===== src/rtl/vga_sync_gen_pkg.sv =====
// Shared raster timing constants and small helpers for the VGA sync generator.
package vga_sync_gen_pkg;

    // Coordinate width; both counters fit a 1024-entry range.
    localparam int COORD_W = 10;
    localparam int COORD_LIMIT = 1 << COORD_W;

    // Default mode: 640x480 @ 60 Hz, 25 MHz pixel rate from a 100 MHz clock.
    localparam int DEF_H_DISPLAY = 640;
    localparam int DEF_H_FRONT   = 16;
    localparam int DEF_H_SYNC    = 96;
    localparam int DEF_H_BACK    = 48;
    localparam int DEF_V_DISPLAY = 480;
    localparam int DEF_V_FRONT   = 10;
    localparam int DEF_V_SYNC    = 2;
    localparam int DEF_V_BACK    = 33;
    localparam int DEF_TICK_DIV  = 4;

    typedef logic [COORD_W-1:0] coord_t;

    // True when lo <= v <= hi (inclusive window decode).
    function automatic logic in_window(input coord_t v, input int lo, input int hi);
        int vi;
        vi = int'(v);
        return (vi >= lo) && (vi <= hi);
    endfunction

endpackage


===== src/rtl/vga_sync_gen_pixel_tick_gen.sv =====
// Mod-TICK_DIV divider producing the one-clock pixel strobe.
module pixel_tick_gen #(
    parameter int TICK_DIV = 4
) (
    input  logic clk,
    input  logic reset,
    output logic tick_en,
    output logic p_tick
);

    localparam int DIV_W = (TICK_DIV > 2) ? $clog2(TICK_DIV) : 1;

    generate
        if (TICK_DIV < 2) begin : g_bad_div
            $error("pixel_tick_gen: TICK_DIV must be >= 2");
        end
    endgenerate

    logic [DIV_W-1:0] div_reg;
    logic [DIV_W-1:0] div_next;
    logic             p_tick_reg;

    // The edge that sees the divider at its last value is the pixel-advance edge.
    assign tick_en = (div_reg == DIV_W'(TICK_DIV - 1));

    // Next divider value: wrap on the advance edge, otherwise count up.
    always_comb begin
        div_next = div_reg + DIV_W'(1);
        if (tick_en) begin
            div_next = '0;
        end
    end

    // Divider state and registered strobe, aligned with the counter update edge.
    always_ff @(posedge clk) begin
        if (reset) begin
            div_reg    <= '0;
            p_tick_reg <= 1'b0;
        end else begin
            div_reg    <= div_next;
            p_tick_reg <= tick_en;
        end
    end

    assign p_tick = p_tick_reg;

endmodule


===== src/rtl/vga_sync_gen.sv =====
// Raster timing source: pixel strobe, h/v counters, sync and video_on decodes.
module vga_sync_gen
    import vga_sync_gen_pkg::*;
#(
    parameter int H_DISPLAY = DEF_H_DISPLAY,
    parameter int H_FRONT   = DEF_H_FRONT,
    parameter int H_SYNC    = DEF_H_SYNC,
    parameter int H_BACK    = DEF_H_BACK,
    parameter int V_DISPLAY = DEF_V_DISPLAY,
    parameter int V_FRONT   = DEF_V_FRONT,
    parameter int V_SYNC    = DEF_V_SYNC,
    parameter int V_BACK    = DEF_V_BACK,
    parameter int TICK_DIV  = DEF_TICK_DIV
) (
    input  logic               clk,
    input  logic               reset,
    output logic               p_tick,
    output logic [COORD_W-1:0] pixel_x,
    output logic [COORD_W-1:0] pixel_y,
    output logic               video_on,
    output logic               hsync,
    output logic               vsync,
    output logic               frame_start
);

    localparam int H_TOTAL = H_DISPLAY + H_FRONT + H_SYNC + H_BACK;
    localparam int V_TOTAL = V_DISPLAY + V_FRONT + V_SYNC + V_BACK;
    localparam int H_SYNC_LO = H_DISPLAY + H_FRONT;
    localparam int H_SYNC_HI = H_DISPLAY + H_FRONT + H_SYNC - 1;
    localparam int V_SYNC_LO = V_DISPLAY + V_FRONT;
    localparam int V_SYNC_HI = V_DISPLAY + V_FRONT + V_SYNC - 1;

    generate
        if (H_TOTAL > COORD_LIMIT || V_TOTAL > COORD_LIMIT) begin : g_bad_total
            $error("vga_sync_gen: H_TOTAL and V_TOTAL must be <= 1024");
        end
    endgenerate

    logic   tick_en;
    coord_t h_count_reg, h_count_next;
    coord_t v_count_reg, v_count_next;
    logic   hsync_reg, hsync_next;
    logic   vsync_reg, vsync_next;
    logic   video_on_reg, video_on_next;
    logic   frame_start_reg, frame_start_next;
    logic   h_last, v_last;

    pixel_tick_gen #(
        .TICK_DIV(TICK_DIV)
    ) u_tick (
        .clk    (clk),
        .reset  (reset),
        .tick_en(tick_en),
        .p_tick (p_tick)
    );

    assign h_last = (h_count_reg == coord_t'(H_TOTAL - 1));
    assign v_last = (v_count_reg == coord_t'(V_TOTAL - 1));

    // Next counter values and the decodes of those next values, so the
    // registered syncs/video_on line up with the registered coordinates.
    always_comb begin
        h_count_next     = h_count_reg;
        v_count_next     = v_count_reg;
        frame_start_next = 1'b0;
        if (tick_en) begin
            if (h_last) begin
                h_count_next = '0;
                if (v_last) begin
                    v_count_next     = '0;
                    frame_start_next = 1'b1;
                end else begin
                    v_count_next = v_count_reg + coord_t'(1);
                end
            end else begin
                h_count_next = h_count_reg + coord_t'(1);
            end
        end
        hsync_next    = ~in_window(h_count_next, H_SYNC_LO, H_SYNC_HI);
        vsync_next    = ~in_window(v_count_next, V_SYNC_LO, V_SYNC_HI);
        video_on_next = (int'(h_count_next) < H_DISPLAY) && (int'(v_count_next) < V_DISPLAY);
    end

    // Counters and decoded outputs all register on the same edge.
    always_ff @(posedge clk) begin
        if (reset) begin
            h_count_reg     <= '0;
            v_count_reg     <= '0;
            hsync_reg       <= 1'b1;
            vsync_reg       <= 1'b1;
            video_on_reg    <= 1'b0;
            frame_start_reg <= 1'b0;
        end else begin
            h_count_reg     <= h_count_next;
            v_count_reg     <= v_count_next;
            hsync_reg       <= hsync_next;
            vsync_reg       <= vsync_next;
            video_on_reg    <= video_on_next;
            frame_start_reg <= frame_start_next;
        end
    end

    assign pixel_x     = h_count_reg;
    assign pixel_y     = v_count_reg;
    assign hsync       = hsync_reg;
    assign vsync       = vsync_reg;
    assign video_on    = video_on_reg;
    assign frame_start = frame_start_reg;

endmodule

===== config.mk =====
export PLATFORM = sky130hd
export DESIGN_NAME = vga_sync_gen
export DESIGN_NICKNAME = d
export VERILOG_FILES = /design/src/rtl/vga_sync_gen_pkg.sv /design/src/rtl/vga_sync_gen_pixel_tick_gen.sv /design/src/rtl/vga_sync_gen.sv
export SDC_FILE = /design/constraint.sdc
export NUM_CORES = 1
export LEC_CHECK = 0
export ABC_AREA = 1
export BUFFER_PORTS_ARGS = -buffer_cell sky130_fd_sc_hd__buf_2
export CAP_MARGIN = 20
export CORE_MARGIN = 2
export CORE_UTILIZATION = 59
export DETAILED_ROUTE_END_ITERATION = 10
export HOLD_SLACK_MARGIN = 0.02
export PLACE_DENSITY = 0.84
export SLEW_MARGIN = 20
export SYNTH_ARGS = -nofsm -noshare
export SYNTH_HDL_FRONTEND = slang
export SYNTH_HIERARCHICAL = 1
export SYNTH_SLANG_ARGS = --single-unit

===== constraint.sdc =====
create_clock -name clk -period 2.35 [get_ports clk]
set_input_delay 0.235 -clock clk [delete_from_list [all_inputs] [get_ports clk]]
set_output_delay 0.235 -clock clk [all_outputs]
set_load 0.01 [all_outputs]

Word level (Yosys, flattened, before mapping)
Cells that the tools add are included.
Word-level totals
  input port bits: 2
  output and inout bits: 25
  word-level logic and storage cells: 35
  register bits: 27
Operators by class
  multiplexer cells: 6
  reductions and logical operators: 5
  add/sub/neg operators: 3
  magnitude comparators: 6
  equal/unequal tests: 3
  bitwise operators: 4
Operators with widths (number)
  10-bit two-way mux: 5
  10-bit by 1-bit adder with 10-bit output, second input constant: 2
  10-bit == test, second input constant: 2
  10-bit greater-or-equal comparator, second input constant: 1
  10-bit by 9-bit greater-or-equal comparator with 1-bit output, second input constant: 1
  10-bit less-or-equal comparator, second input constant: 1
  10-bit by 9-bit less-or-equal comparator with 1-bit output, second input constant: 1
  10-bit less-than comparator, second input constant: 1
  10-bit by 9-bit less-than comparator with 1-bit output, second input constant: 1
  1-bit inverter: 4
  1-bit logical AND: 3
  3-bit OR reduction: 1
  2-bit by 1-bit adder with 2-bit output, second input constant: 1
  2-bit == test, second input constant: 1
  2-bit OR reduction: 1
  1-bit two-way mux: 1

Depth between registers and ports, before layout
  depth after elaboration: 7
  mapped depth: 14

Cells and area by module
Netlist, hierarchy kept.
By module, submodules not included
  vga_sync_gen: instances 1, area an instance 1407.6 um^2, cells an instance 206
  pixel_tick_gen: instances 1, area an instance 98.8 um^2, cells an instance 11

Least setup slack after synthesis
Ideal clock, no wire load.
  path type: reg-to-reg
  start point: register h_count_reg[1] (netlist: pixel_x[1])
  end point: register vsync_reg (netlist: vsync)
  library setup time: 0.114 ns
  setup slack: 0.682 ns
  required time: 2.236 ns
  cell stages (with the launch flop): 13
  arrival time: 1.554 ns
  path buffers: 0
  path through: dfxtp_1 ha_1 nand2_1 nor2_8 inv_4 nor2_8 nand3_2 nand2_1 nand2_2 nor2_2 nand2_1 nor2_1 nand2_1
Between the ends
  cells in the longest elaborated chain, start to end: 6
  elaborated cells between the ends (all ways): 7
  those cells by class: 2 x order compare; 1 x eq/ne; 2 x mux; 1 x bitwise; 1 x reduce/logical
Ends and longest elaborated chain
  start, declared: line vga_sync_gen.sv:40  | coord_t h_count_reg, h_count_next;
  start signal, assigned: line vga_sync_gen.sv:94  | h_count_reg <= h_count_next;
  10-bit == test (*): line vga_sync_gen.sv:57  | assign h_last = (h_count_reg == coord_t'(H_TOTAL - 1));
  10-bit two-way mux (*): line vga_sync_gen.sv:67  | if (h_last) begin
  10-bit two-way mux (*): line vga_sync_gen.sv:66  | if (tick_en) begin
  10-bit by 9-bit greater-or-equal comparator with 1-bit output / 10-bit by 9-bit less-or-equal comparator with 1-bit output (equally long branches): line vga_sync_gen_pkg.sv:25  | return (vi >= lo) && (vi <= hi);
  1-bit logical AND (*): line vga_sync_gen_pkg.sv:25
  1-bit inverter (*): line vga_sync_gen.sv:80  | vsync_next = ~in_window(v_count_next, V_SYNC_LO, V_SYNC_HI);
  end signal, assigned: line vga_sync_gen.sv:97  | vsync_reg <= vsync_next;
  end, declared: line vga_sync_gen.sv:43  | logic vsync_reg, vsync_next;
Every way passes the cells marked *; elsewhere a longest branch is shown, timed or not.
A chain may end at the register's enable or synchronous reset.

Worst setup path in the final report
  start point: register u_tick.div_reg[0]
  end point: register hsync_reg (netlist: hsync)
Between the ends
  cells in the longest elaborated chain, start to end: 5
  elaborated cells between the ends (all ways): 6
  those cells by class: 2 x order compare; 1 x eq/ne; 1 x mux; 1 x bitwise; 1 x reduce/logical
Ends and longest elaborated chain
  start, declared: line vga_sync_gen_pixel_tick_gen.sv:19  | logic [DIV_W-1:0] div_reg;
  start signal, assigned: line vga_sync_gen_pixel_tick_gen.sv:40  | div_reg <= div_next;
  2-bit == test (*): line vga_sync_gen_pixel_tick_gen.sv:24  | assign tick_en = (div_reg == DIV_W'(TICK_DIV - 1));
  named net tick_en: line vga_sync_gen.sv:39  | logic tick_en;
  10-bit two-way mux (*): line vga_sync_gen.sv:66
  10-bit greater-or-equal comparator / 10-bit less-or-equal comparator (equally long branches): line vga_sync_gen_pkg.sv:25
  1-bit logical AND (*): line vga_sync_gen_pkg.sv:25
  1-bit inverter (*): line vga_sync_gen.sv:79  | hsync_next = ~in_window(h_count_next, H_SYNC_LO, H_SYNC_HI);
  end signal, assigned: line vga_sync_gen.sv:96  | hsync_reg <= hsync_next;
  end, declared: line vga_sync_gen.sv:42  | logic hsync_reg, hsync_next;
The timed path passes the listed nets; every way through them passes the cells marked *.

==> impl_metrics.csv <==
group,metric,value,unit
run,drv_cap,0,
route,via_count,1378,
sta,setup_tns,0,ps
clock_tree,clock_latency,310,ps
route,drt-total-wl,2.90,mm
finish,fin_nets,249,
synth,netlist_area,1510,um^2
route,drc,0,
finish,stdcell_count,272,
setup_path,critPathRequiredTime,2560,ps
status,outcome,"completed",
floorplan,coreArea,2450,um^2
synth,synth_seq_cells,27,
floorplan,dieArea,2970,um^2
synth,synthFlopType,"dfxtp_1",
synth,ys_async_sr_fraction,0,%
setup_path,cp.arrival,2220,ps
power_and_ir_drop,p_total,0.000696,W
synth,synthTopCellsByCount,"nand2_1 (49), nor2_1 (37), inv_1 (29)",
global_routing,grt_pass1_wl,4.84,mm
synth,syn_nets,223,
finish,fin_area,1670,um^2
route,wl_per_cell,10.7,um
power_and_ir_drop,vdd_drop_max,0.000306,V
sta,slew_violations,0,
synth,netlist.area_leader.share,35.9,%
sta,fmax,0.497,GHz
route,ant_nets,0,
clock_tree,clockBufferDepth,2,
clock_tree,cts_max_level,1,
clock_tree,cts_buffers,3,
finish,fillers,228,
global_routing,antenna_found_initial,0,
clock_tree,cts_root_buf,"clkbuf_4",
synth,synth-edff-count,0,
route,drtIter0Drc,36,
floorplan,die_w,54.5,um
finish,insertedDiodeCount,0,
setup_path,r2r_slack,340,ps
placement,placed_area,1650,um^2
synth,yosysMostFrequentCell,"nand2_1",
sta,relSlewSlack,59.4,%
setup_path,critPathCapture,"hsync",
synth,yosys_warnings,6,
floorplan,core.rowCount,18,
global_routing,grt_pass1_vias,1124,
placement,port_buffers,26,
synth,synthDistinctLibCells,32,
synth,ys_seq_area_share,35.9,%
setup_path,cp-start-kind,"flop",
global_routing,grt-ovfl-total,0,
power_and_ir_drop,power_density,417,nW/um^2
setup_path,timing.rr.start,"u_tick/div_reg[0]",
finish,final_layout_size_suffix_gt1_share,20.7,%
synth,synthTopCellsByArea,"dfxtp_1 (36%), nand2_1 (12%), nor2_1 (9.2%)",
global_routing,grt_usage,21.9,%
sta,rsz0062_at_grt,"no",
synth,synth_area_per_cell,6.94,um^2
setup_path,ff2ff_path_depth,8,
synth,yosysTopAreaCell,"dfxtp_1",
setup_path,startpoint,"u_tick/div_reg[0]",
min_path,hold_class,"input pin to flop",
sta,worst_pin_slew,609,ps
sta,clock_skew,3.33,ps
synth,synthCells,217,
floorplan,ioPinCount,27,
setup_path,critPathCaptureType,"flop",
setup_path,crit_path_max_fanout,17,
sta,setup_viol,0,
sta,final_hold_viol_count,0,
floorplan,initial_utilization,61.4,%
route,viasPerCell,5.07,
route,first_pass_iters,4,
placement,dp_hpwl,2.26,mm
placement,place_inst,268,
setup_path,rr_endpoint,"hsync",
clock_tree,clock-sinks,27,
power_and_ir_drop,power.leakage,0.880,nW
sta,period_minus_slack,2010,ps
clock_tree,cts_tree,"built",
clock_tree,cts.repair.resized,0,
floorplan,die_h,54.5,um
placement,place_congestion,0.906,
global_routing,grt_max_degree,22,
clock_tree,post-cts-setup-buffer-count,0,
clock_tree,hold_buffers,0,
clock_tree,cts.reportedPaths.clkPinSlew,140,ps
setup_path,setup.worst_path.class,"flop to flop",
sta,fin_crit_sh,85.6,%
finish,syn2layout_area_growth,11.0,%
==> critical path, stage by stage (launching register included) <==
cell	delay (ps)
dfxtp_1	360
ha_1	550
nand3_1	130
nor2_1	260
nand3b_1	140
nand2_1	80
nand2_1	60
nor3_1	200
nand4_1	120
==> layer usage <==
metal  part of all wire, %  global-route usage (%)
met1                    50                    31.6
met5                     0                       0
met4                   1.2                    7.08
met2                    46                    33.7
met3                   2.9                    2.46
==> metrics by stage <==
stage / utilization (%) / hold WS, ps / setup slack [ps]
floorplan: - / 306 / 682
global placement: 67.0 / 405 / 441
detailed placement: 67.0 / 423 / 392
CTS: 68.1 / 305 / 378
global route: 68.1 / 324 / 42.6
finish: 68.1 / 313 / 337
==> kinds of logic (layout without fill, tap and decap cells) <==
family / count (synthesis) / count (layout) / share of synthesized area (%)
flops: 27 / 27 / 35.9
buf+inv: 38 / 63 / 10.3
compound gates: 13 / 13 / 5.32
simple gates: 132 / 132 / 43.4
xor+xnor: 3 / 3 / 1.74
fa+ha+maj: 4 / 4 / 3.32
==> cells in the final DEF (no fill, tap or decap), types with 2 or more instances in the layout <==
master    synthesis  final
dfxtp_1          27     27
o21ai_0           4      4
nor2_1           37     37
nor2_2            4      4
nand3_1          14     14
nor2_8            2      2
xnor2_1           2      2
nor2_4            2      2
inv_2             3      3
ha_1              4      4
nand3_2           2      2
inv_1            29     29
clkbuf_4          0      3
nor3_1            5      5
buf_2             1     26
nand4_1           8      8
nand2_1          49     49
a21oi_1           5      5
nand3b_1          2      2
nand2_2           3      3
==> area by class of cell <==
class	count	area, um^2	share of cell area (%)
clock buffers	4	26.3	1.57
well taps	30	37.5	2.25
multi-input cells	152	811	48.5
flip-flops and latches	27	541	32.3
repair buffers	26	130	7.78
inverters	33	126	7.56
==> where the power goes <==
group          switching [W]  leakage [nW]  internal, W
sequential        0.00000360         0.218     0.000465
clock               0.000129        0.0150    0.0000662
combinational      0.0000226         0.647   0.00000957
total               0.000155         0.880     0.000541
==> how the worst min path moves through the flow <==
stage                                   end  cells past startpoint  slack [ps]               from
after floorplan               u_tick/p_tick                      1         310              reset
final                         u_tick/p_tick                      2         310              reset
after detailed placement  u_tick/div_reg[0]                      1         420  u_tick/div_reg[0]
after CTS                        pixel_x[7]                      2         300              reset
after global routing             pixel_y[6]                      2         320              reset
after global placement    u_tick/div_reg[0]                      1         400  u_tick/div_reg[0]
Note: power is estimated with default switching activity, not from simulation.
